--- src/rtl/exec_wb_unit.sv ---
// Execute/write-back unit: single-cycle ALU ops plus a load/store engine with an ack timeout.
// Optional multiplier compiled in with `define EXEC_WB_MUL_EN; without it opcode 4 is illegal.
module exec_wb_unit #(
  parameter int DW  = 16,
  parameter int RW  = 4,
  parameter int AW  = 8,
  parameter int TMO = 15
) (
  input  logic          clk,
  input  logic          rst,
  input  logic          in_valid,
  output logic          in_ready,
  input  logic [3:0]    opcode,
  input  logic [RW-1:0] dest_reg,
  input  logic [DW-1:0] src1,
  input  logic [DW-1:0] src2,
  input  logic          fwd1,
  input  logic          fwd2,
  input  logic [AW-1:0] mem_addr,
  output logic          wb_valid,
  output logic [RW-1:0] wb_reg,
  output logic [DW-1:0] wb_data,
  output logic          mem_rd_req,
  output logic          mem_wr_req,
  output logic [AW-1:0] mem_addr_o,
  output logic [DW-1:0] mem_wdata,
  input  logic [DW-1:0] mem_rdata,
  input  logic          mem_ack,
  output logic [DW-1:0] psw,
  output logic          halt,
  output logic          illegal
);

  typedef enum logic [1:0] {IDLE, RD_WAIT, WR_WAIT, HALTED} state_t;

  localparam logic [7:0] TMO_LAST = 8'(TMO - 1);

  state_t        state;
  logic [DW-1:0] last_result;
  logic [DW-1:0] rd_cap;
  logic          rd_done;
  logic [7:0]    tmo_cnt;

  logic [DW-1:0] a, b, res;
  logic          res_c, res_v, is_alu, bad_op;
  logic [DW:0]   sum, diff, shl;
`ifdef EXEC_WB_MUL_EN
  logic [2*DW-1:0] prod;
`endif

  assign in_ready = (state == IDLE);

  // Status word: carry, overflow, zero, negative, sticky bus error, then zeros.
  function automatic logic [DW-1:0] mk_psw(input logic [DW-1:0] r, input logic c,
                                           input logic v, input logic be);
    return {c, v, (r == '0), r[DW-1], be, {(DW-5){1'b0}}};
  endfunction

  always_comb begin
    a      = fwd1 ? last_result : src1;
    b      = fwd2 ? last_result : src2;
    sum    = {1'b0, a} + {1'b0, b};
    diff   = {1'b0, a} - {1'b0, b};
    shl    = {1'b0, a} << b;
`ifdef EXEC_WB_MUL_EN
    prod   = a * b;
`endif
    res    = '0;
    res_c  = 1'b0;
    res_v  = 1'b0;
    is_alu = 1'b1;
    bad_op = 1'b0;
    case (opcode)
      4'd2: begin
        res   = sum[DW-1:0];
        res_c = sum[DW];
        res_v = (a[DW-1] == b[DW-1]) && (sum[DW-1] != a[DW-1]);
      end
      4'd3: begin
        res   = diff[DW-1:0];
        res_c = diff[DW];
        res_v = (a[DW-1] != b[DW-1]) && (diff[DW-1] != a[DW-1]);
      end
`ifdef EXEC_WB_MUL_EN
      4'd4: begin
        res   = prod[DW-1:0];
        res_c = |prod[2*DW-1:DW];
      end
`endif
      // Bit DW of the widened shift is the last bit pushed out; zero once b > DW.
      4'd5: begin
        res   = shl[DW-1:0];
        res_c = shl[DW];
      end
      4'd6:  res = a >> b;
      4'd7:  res = a & b;
      4'd8:  res = a | b;
      4'd9:  res = ~a;
      4'd10: res = a ^ b;
      4'd0, 4'd1, 4'd14, 4'd15: is_alu = 1'b0;
      default: begin
        is_alu = 1'b0;
        bad_op = 1'b1;
      end
    endcase
  end

  always_ff @(posedge clk or posedge rst) begin
    if (rst) begin
      state       <= IDLE;
      wb_valid    <= 1'b0;
      wb_reg      <= '0;
      wb_data     <= '0;
      mem_rd_req  <= 1'b0;
      mem_wr_req  <= 1'b0;
      mem_addr_o  <= '0;
      mem_wdata   <= '0;
      psw         <= '0;
      halt        <= 1'b0;
      illegal     <= 1'b0;
      last_result <= '0;
      rd_cap      <= '0;
      rd_done     <= 1'b0;
      tmo_cnt     <= '0;
    end else begin
      wb_valid <= 1'b0;
      case (state)
        IDLE: begin
          if (in_valid) begin
            if (bad_op) begin
              state   <= HALTED;
              halt    <= 1'b1;
              illegal <= 1'b1;
            end else if (opcode == 4'd1) begin
              state <= HALTED;
              halt  <= 1'b1;
            end else if (opcode == 4'd14) begin
              state      <= RD_WAIT;
              mem_rd_req <= 1'b1;
              mem_addr_o <= mem_addr;
              wb_reg     <= dest_reg;
              rd_done    <= 1'b0;
              tmo_cnt    <= '0;
            end else if (opcode == 4'd15) begin
              state      <= WR_WAIT;
              mem_wr_req <= 1'b1;
              mem_addr_o <= mem_addr;
              mem_wdata  <= a;
              tmo_cnt    <= '0;
            end else if (is_alu) begin
              wb_valid    <= 1'b1;
              wb_reg      <= dest_reg;
              wb_data     <= res;
              last_result <= res;
              psw         <= mk_psw(res, res_c, res_v, psw[DW-5]);
            end
          end
        end
        RD_WAIT: begin
          if (rd_done) begin
            state       <= IDLE;
            wb_valid    <= 1'b1;
            wb_data     <= rd_cap;
            last_result <= rd_cap;
            psw         <= mk_psw(rd_cap, 1'b0, 1'b0, psw[DW-5]);
          end else if (mem_ack) begin
            rd_cap     <= mem_rdata;
            rd_done    <= 1'b1;
            mem_rd_req <= 1'b0;
          end else if (tmo_cnt == TMO_LAST) begin
            state      <= IDLE;
            mem_rd_req <= 1'b0;
            psw[DW-5]  <= 1'b1;
          end else begin
            tmo_cnt <= tmo_cnt + 8'd1;
          end
        end
        WR_WAIT: begin
          if (mem_ack) begin
            state      <= IDLE;
            mem_wr_req <= 1'b0;
          end else if (tmo_cnt == TMO_LAST) begin
            state      <= IDLE;
            mem_wr_req <= 1'b0;
            psw[DW-5]  <= 1'b1;
          end else begin
            tmo_cnt <= tmo_cnt + 8'd1;
          end
        end
        default: begin
          halt <= 1'b1;
        end
      endcase
    end
  end

endmodule

--- config.mk ---
export PLATFORM = sky130hd
export DESIGN_NAME = exec_wb_unit
export DESIGN_NICKNAME = d
export VERILOG_FILES = /design/src/rtl/exec_wb_unit.sv
export SDC_FILE = /design/constraint.sdc
export NUM_CORES = 1
export LEC_CHECK = 0
export CORE_UTILIZATION = 45
export CTS_CLUSTER_DIAMETER = 60
export DETAILED_ROUTE_END_ITERATION = 8
export GPL_ROUTABILITY_DRIVEN = 0
export PLACE_DENSITY = 0.76
export SYNTH_ARGS = -nofsm -noshare
export SYNTH_HDL_FRONTEND = slang
export SYNTH_SLANG_ARGS = --single-unit
--- constraint.sdc ---
create_clock -name clk -period 4.4 [get_ports clk]
set_input_delay 0.44 -clock clk [delete_from_list [all_inputs] [get_ports clk]]
set_output_delay 0.44 -clock clk [all_outputs]
set_load 0.02 [all_outputs]
* Word-level counts from Yosys, hierarchy flattened
Cells that the tools add are included.
Widths: inputs -> output; s select.
** Storage, ports and cells
- Register bits :: 92
- Latch bits :: 0
- Bits in writable memories :: 0
- Bits in read-only memories :: 0
- Bits of input ports :: 70
- Output and inout port bits :: 66
- Logic and storage cells :: 178
- Memories :: 0
** Cells by class
- Add/subtract/negate cells :: 3
- Multipliers :: 0
- Divide/modulo/power cells :: 0
- $lt $le $gt $ge :: 0
- Equal/unequal tests :: 35
- Shift-type cells :: 2
- Mux-type cells :: 85
- Bitwise operators :: 10
- Reductions and logical operators :: 28
** Operators by type and width (number)
- $mux 16 :: 15
- $pmux 16 s8 :: 1
- $mux 8 :: 10
- $logic_not 16->1 :: 2
- $mux 1 :: 32
- $pmux 16 s2 :: 1
- $pmux 8 s3 :: 1
- $pmux 11 s2 :: 1
- $eq 4x4->1 const B :: 5
- $mux 2 :: 9
- $reduce_and 6->1 :: 3
- $add 16x16->17 :: 1
- $shl 16x16->17 :: 1
- $sub 16x16->17 :: 1
- $and 16x16->16 :: 1
- $mux 4 :: 4
- $ne 2x2->1 const B :: 8
- $not 16->16 :: 1
- $or 16x16->16 :: 1
- $shr 16x16->16 :: 1
- $xor 16x16->16 :: 1
- $reduce_and 7->1 :: 2
- $eq 4x3->1 const B :: 3
- $pmux 1 s2 :: 6
- 30 further kinds :: 52

* Depth between registers and ports, before layout
- Word-level depth :: 12
- Depth in mapped cells :: 17
- Gate-level depth less buffers :: 14

* Least setup slack after synthesis
No wires, ideal clock.
- Path type :: input -> register
- Start point :: input port fwd2
- End point :: register psw[13]
- Library setup time :: 0.092 ns
- Arrival time :: 4.132 ns
- Required time :: 4.308 ns
- Path slack :: 0.176 ns
- Stages :: 15
- Buffers on the path :: 4
- Cells stage by stage :: buf_6 mux2i_4 clkbuf_1 clkbuf_1 ha_1 clkbuf_1 or2_2 a221oi_1 o21ai_0 a31o_2 a2111oi_1 nand4_1 nor4_1 nand4_1 o31ai_2
** On the way
- Longest elaborated chain between the ends :: 11
- Elaborated cells on any way between the ends :: 17
- Those cells by class :: add/sub (2); shift (2); mux (9); bitwise (3); reduce/logical (1)
** Ends and longest elaborated chain
- start: declaration :: line 18 : input logic fwd2,
- $mux 16 * :: line 61 : b = fwd2 ? last_result : src2;
- $sub 16x16->17, or another cell as far along :: line 63 : diff = {1'b0, a} - {1'b0, b};
- $pmux 16 s8 * :: line 73 : case (opcode)
- $logic_not 16->1 * :: line 56 : return {c, v, (r == '0), r[DW-1], be, {(DW-5){1'b0}}};
- $mux 16 * :: line 150 : end else if (is_alu) begin
- $mux 16 * :: line 144 : end else if (opcode == 4'd15) begin
- $mux 16 * :: line 137 : end else if (opcode == 4'd14) begin
- $mux 16 * :: line 134 : end else if (opcode == 4'd1) begin
- $mux 16 * :: line 130 : if (bad_op) begin
- $mux 16 * :: line 129 : if (in_valid) begin
- $pmux 4 s2 * :: line 127 : case (state)
- end signal: assignment :: line 155 : psw <= mk_psw(res, res_c, res_v, psw[DW-5]);
- end signal: assignment :: line 165 : psw <= mk_psw(rd_cap, 1'b0, 1'b0, psw[DW-5]);
- end: declaration :: line 29 : output logic [DW-1:0] psw,
Every way passes the cells marked *; elsewhere a longest branch is shown, timed or not. The select of a mux whose other input is x is not followed.
A chain may end at the register's enable or synchronous reset.

* Final worst setup path
- Start point :: input port fwd1
- End point :: register psw[13]
** On the way
- Longest elaborated chain between the ends :: 11
- Elaborated cells on any way between the ends :: 18
- Those cells by class :: add/sub (2); shift (2); mux (9); bitwise (4); reduce/logical (1)
** Ends and longest elaborated chain
- start: declaration :: line 17 : input logic fwd1,
- $mux 16 * :: line 60 : a = fwd1 ? last_result : src1;
- named net a[0] :: line 44 : logic [DW-1:0] a, b, res;
- $sub 16x16->17, or another cell as far along :: line 63
- $pmux 16 s8 * :: line 73
- $logic_not 16->1 * :: line 56
- $mux 16 * :: line 150
- $mux 16 * :: line 144
- $mux 16 * :: line 137
- $mux 16 * :: line 134
- $mux 16 * :: line 130
- $mux 16 * :: line 129
- $pmux 4 s2 * :: line 127
Mark *: on every way through the listed nets, which the timed path passes. The rest lies on a longest branch. The select of a mux whose other input is x is not followed.

==> qor.yml <==
outcome: "finished, final reports clean"
start_util: 0.459
worst_slack_ns: 0.163
fin_skew_ns: 0.00605
tightest_slew_ns: 1.31
post-route-drc-count: 0
syn_inst: 1009
ys_seq_area_frac: 0.243
p_sw_frac: 0.472
post_cts_buffers: 0
via_per_inst: 6.50
syn_area_per_cell_um2: 8.17
hold_violations: 0
arrival_ns: 4.48
synth_compound_area_frac: 0.264
critical_path_class: "input port to register"
vias: 9251
drv_cap: 0
critical_path.slowest_cell: "clkdlybuf4s50_1"
cts_buffers: 9
clk_latency_ns: 0.33
cts_num_sinks: 80
cp-start-kind: "input port"
synthArstFlopShare: 1.00
ys_types: 83
grt_max_degree: 48
die_area_um2: 18900
clkTransAtPathRegs_ns: 0.06
rows: 49
synth_top_family_by_area: "compound AO/OA/AOI/OAI gates"
combPwrFrac: 0.662
internal_power_mw: 3.20
cts_max_path_buffers: 2
min_period_ns: 4.24
wirelength_um: 31100
max_freq_ghz: 0.236
peakVddDrop_uv: 364
slew_headroom: 0.114
muxShareOfSynthArea: 0.149
holdWs_ns: 0.478
cts_root_buf: "clkbuf_16"
post_route_cells_drive_above_1_share: 0.181
port_buffers: 124
cp.required_ns: 4.64
synthAdderAreaFrac: 0.0869
p_seq_frac: 0.215
crit_path_frequent_cell: "nand4_1"
synth-seq-cells: 80
core_area_um2: 18000
min_path_type: "register to register"
dp_slack_ns: -0.0666
period_share: 0.963
synth-warning-count: 0
drt-initial-drc-count: 1358
p_leak_nw: 4.70
setup_viol: 0
ant_nets: 0
cts_tree: "done"
hpwl_um: 24400
grt_remaining_overflow: 0
boundaryPins: 136
endpoint_kind: "register"
reg_top3: "mem_wdata: 16 flops, rd_cap: 16 flops, last_result: 15 flops"
syn2layout_area_growth_pct: 29.2
power_density_nw_per_um2: 570
synth-xor-area-share: 0.00850
grt_first_pass_wirelength_um: 47700
die_h_um: 137
grt_pass1_vias: 8671
rsz0062_at_grt: "no"
antenna_found_initial: 2
fp.dieW_um: 137
crit_path_max_fanout: 3
yosys_most_used_dff: "dfrtp_1"
power.switching_mw: 2.87
nNetsFinal: 1315
syn-cell-area_um2: 8240
cts_max_level: 3
synth_edf_count: 0
drtPass1Iterations: 7
pwr-share-clk: 0.123
finalMaxSlewViolations: 0
wl_per_cell_um: 21.9
crit_chain: "clkdlybuf4s50_1 -> mux2i_1 -> inv_2 -> ha_1 -> fa_1 -> buf_4 -> a21o_1 -> a211oi_1 -> nor3_1 -> a211oi_1 -> nand4_1 -> nor2_1 -> nand4_1 -> nor4_2 -> nand4_1 -> o31ai_2"
slowest_delay_ns: 0.57
grt_usage: 0.330
synth-simple-area-share: 0.176
-- cell families after synthesis --
kind of cell / count (synthesis)
buf+inv: 134
xor+xnor: 8
compound gates: 320
mux: 105
other cells: 1
simple gates: 305
flops: 80
fa+ha+maj: 56
-- stage by stage --
stage	instances	power, mW	util	TNS (ns)	area, µm²
2_1_floorplan	1019	3.62	-	0	8280
3_3_place_gp	1407	5.09	0.575	-0.0802	10300
3_5_place_dp	1407	5.18	0.575	-0.125	10300
4_1_cts	1422	5.94	0.591	0	10600
5_1_grt	1422	6.41	0.592	0	10600
6_report	1424	6.07	0.593	0	10600
-- synth_stat cells, types with 7 or more instances --
master	number	area, µm²
or3_1	9	56.3
clkbuf_1	47	176
o211ai_1	16	120
mux2i_2	9	124
a21o_1	9	67.6
nor4_1	10	62.6
inv_1	47	176
nor2_1	73	274
nand2_1	103	387
nand2b_1	15	93.8
nand3_1	16	80.1
a22oi_1	9	67.6
nand4_1	15	93.8
dfrtp_1	80	2000
a31oi_1	13	81.3
a22o_1	7	61.3
a221oi_1	8	70.1
o21ai_0	82	410
mux2_2	36	405
mux2i_1	52	521
ha_1	54	676
nor3_1	26	130
o31ai_1	7	52.6
o221ai_1	11	96.3
inv_2	7	26.3
a21oi_1	48	240
o21bai_1	9	67.6
buf_2	11	55.1
or2_2	7	43.8
a211oi_1	24	180
o22ai_1	16	100
buf_4	13	97.6
and3_1	8	50.1
-- power by group through the flow --
stage / combinational (mW) / sequential [mW] / clock [mW]
2_1_floorplan: 2.16 / 1.46 / 0
3_5_place_dp: 3.87 / 1.31 / 0
5_1_grt: 4.29 / 1.34 / 0.779
3_3_place_gp: 3.79 / 1.30 / 0
4_1_cts: 3.89 / 1.30 / 0.747
6_report: 4.02 / 1.31 / 0.748
-- path summary, 6_finish.rpt --
| path | from | endpoint | slack (ns) | cells past startpoint |
|---|---|---|---|---|
| max | fwd1 | psw[13]$_DFFE_PP0P_ | 0.16 | 16 |
| min | mem_wdata[10]$_DFFE_PP0P_ | mem_wdata[10]$_DFFE_PP0P_ | 0.48 | 2 |
| max reg2reg | last_result[0]$_DFFE_PP0P_ | psw[13]$_DFFE_PP0P_ | 0.44 | 15 |
| min reg2reg | mem_wdata[10]$_DFFE_PP0P_ | mem_wdata[10]$_DFFE_PP0P_ | 0.48 | 2 |
| max in group asynchronous | rst | mem_wdata[12]$_DFFE_PP0P_ | 2.90 | 3 |
| min in group asynchronous | rst | rd_cap[15]$_DFFE_PP0P_ | 0.57 | 2 |
-- layout by cell type, fill, tap and decap left out, types with 36 or more instances in the layout --
cell | netlist | layout
inv_1 | 47 | 46
dfrtp_1 | 80 | 80
a21oi_1 | 48 | 48
nand2_1 | 103 | 103
clkdlybuf4s50_1 | 0 | 124
buf_4 | 13 | 114
mux2i_1 | 52 | 52
ha_1 | 54 | 54
mux2_2 | 36 | 36
o21ai_0 | 82 | 81
nor2_1 | 73 | 73
-- cell type report --
cell class | instances | area [µm²]
diodes | 2 | 5.00
multi-input cells | 805 | 5730
repair buffers | 239 | 2120
well taps | 229 | 287
fillers | 1553 | 7320
clock buffers | 10 | 239
flip-flops and latches | 80 | 2000
clock inverters | 5 | 57.6
inverters | 54 | 204
-- critical path, delay by kind of cell --
kind / cells / cell delay [ns]
AO/OA/AOI/OAI: 4 / 0.95
adder cells (fa/ha/maj): 2 / 0.69
buffers and inverters: 3 / 0.81
multiplexers: 1 / 0.36
AND/OR/NAND/NOR: 6 / 1.23
-- repair_timing --
action                     in CTS  in global routing
gates resized for setup         0                  4
hold buffers                    0                  0
setup endpoints to repair       0                  2
-- layer usage --
metal,track usage,wire [µm],vias up
li1,-,-,4099
met1,0.431,12100,4298
met2,0.498,13500,699
met3,0.0971,3950,155
met4,0.156,1570,0
met5,0,0,-
Power figures use the tool's default switching activity.
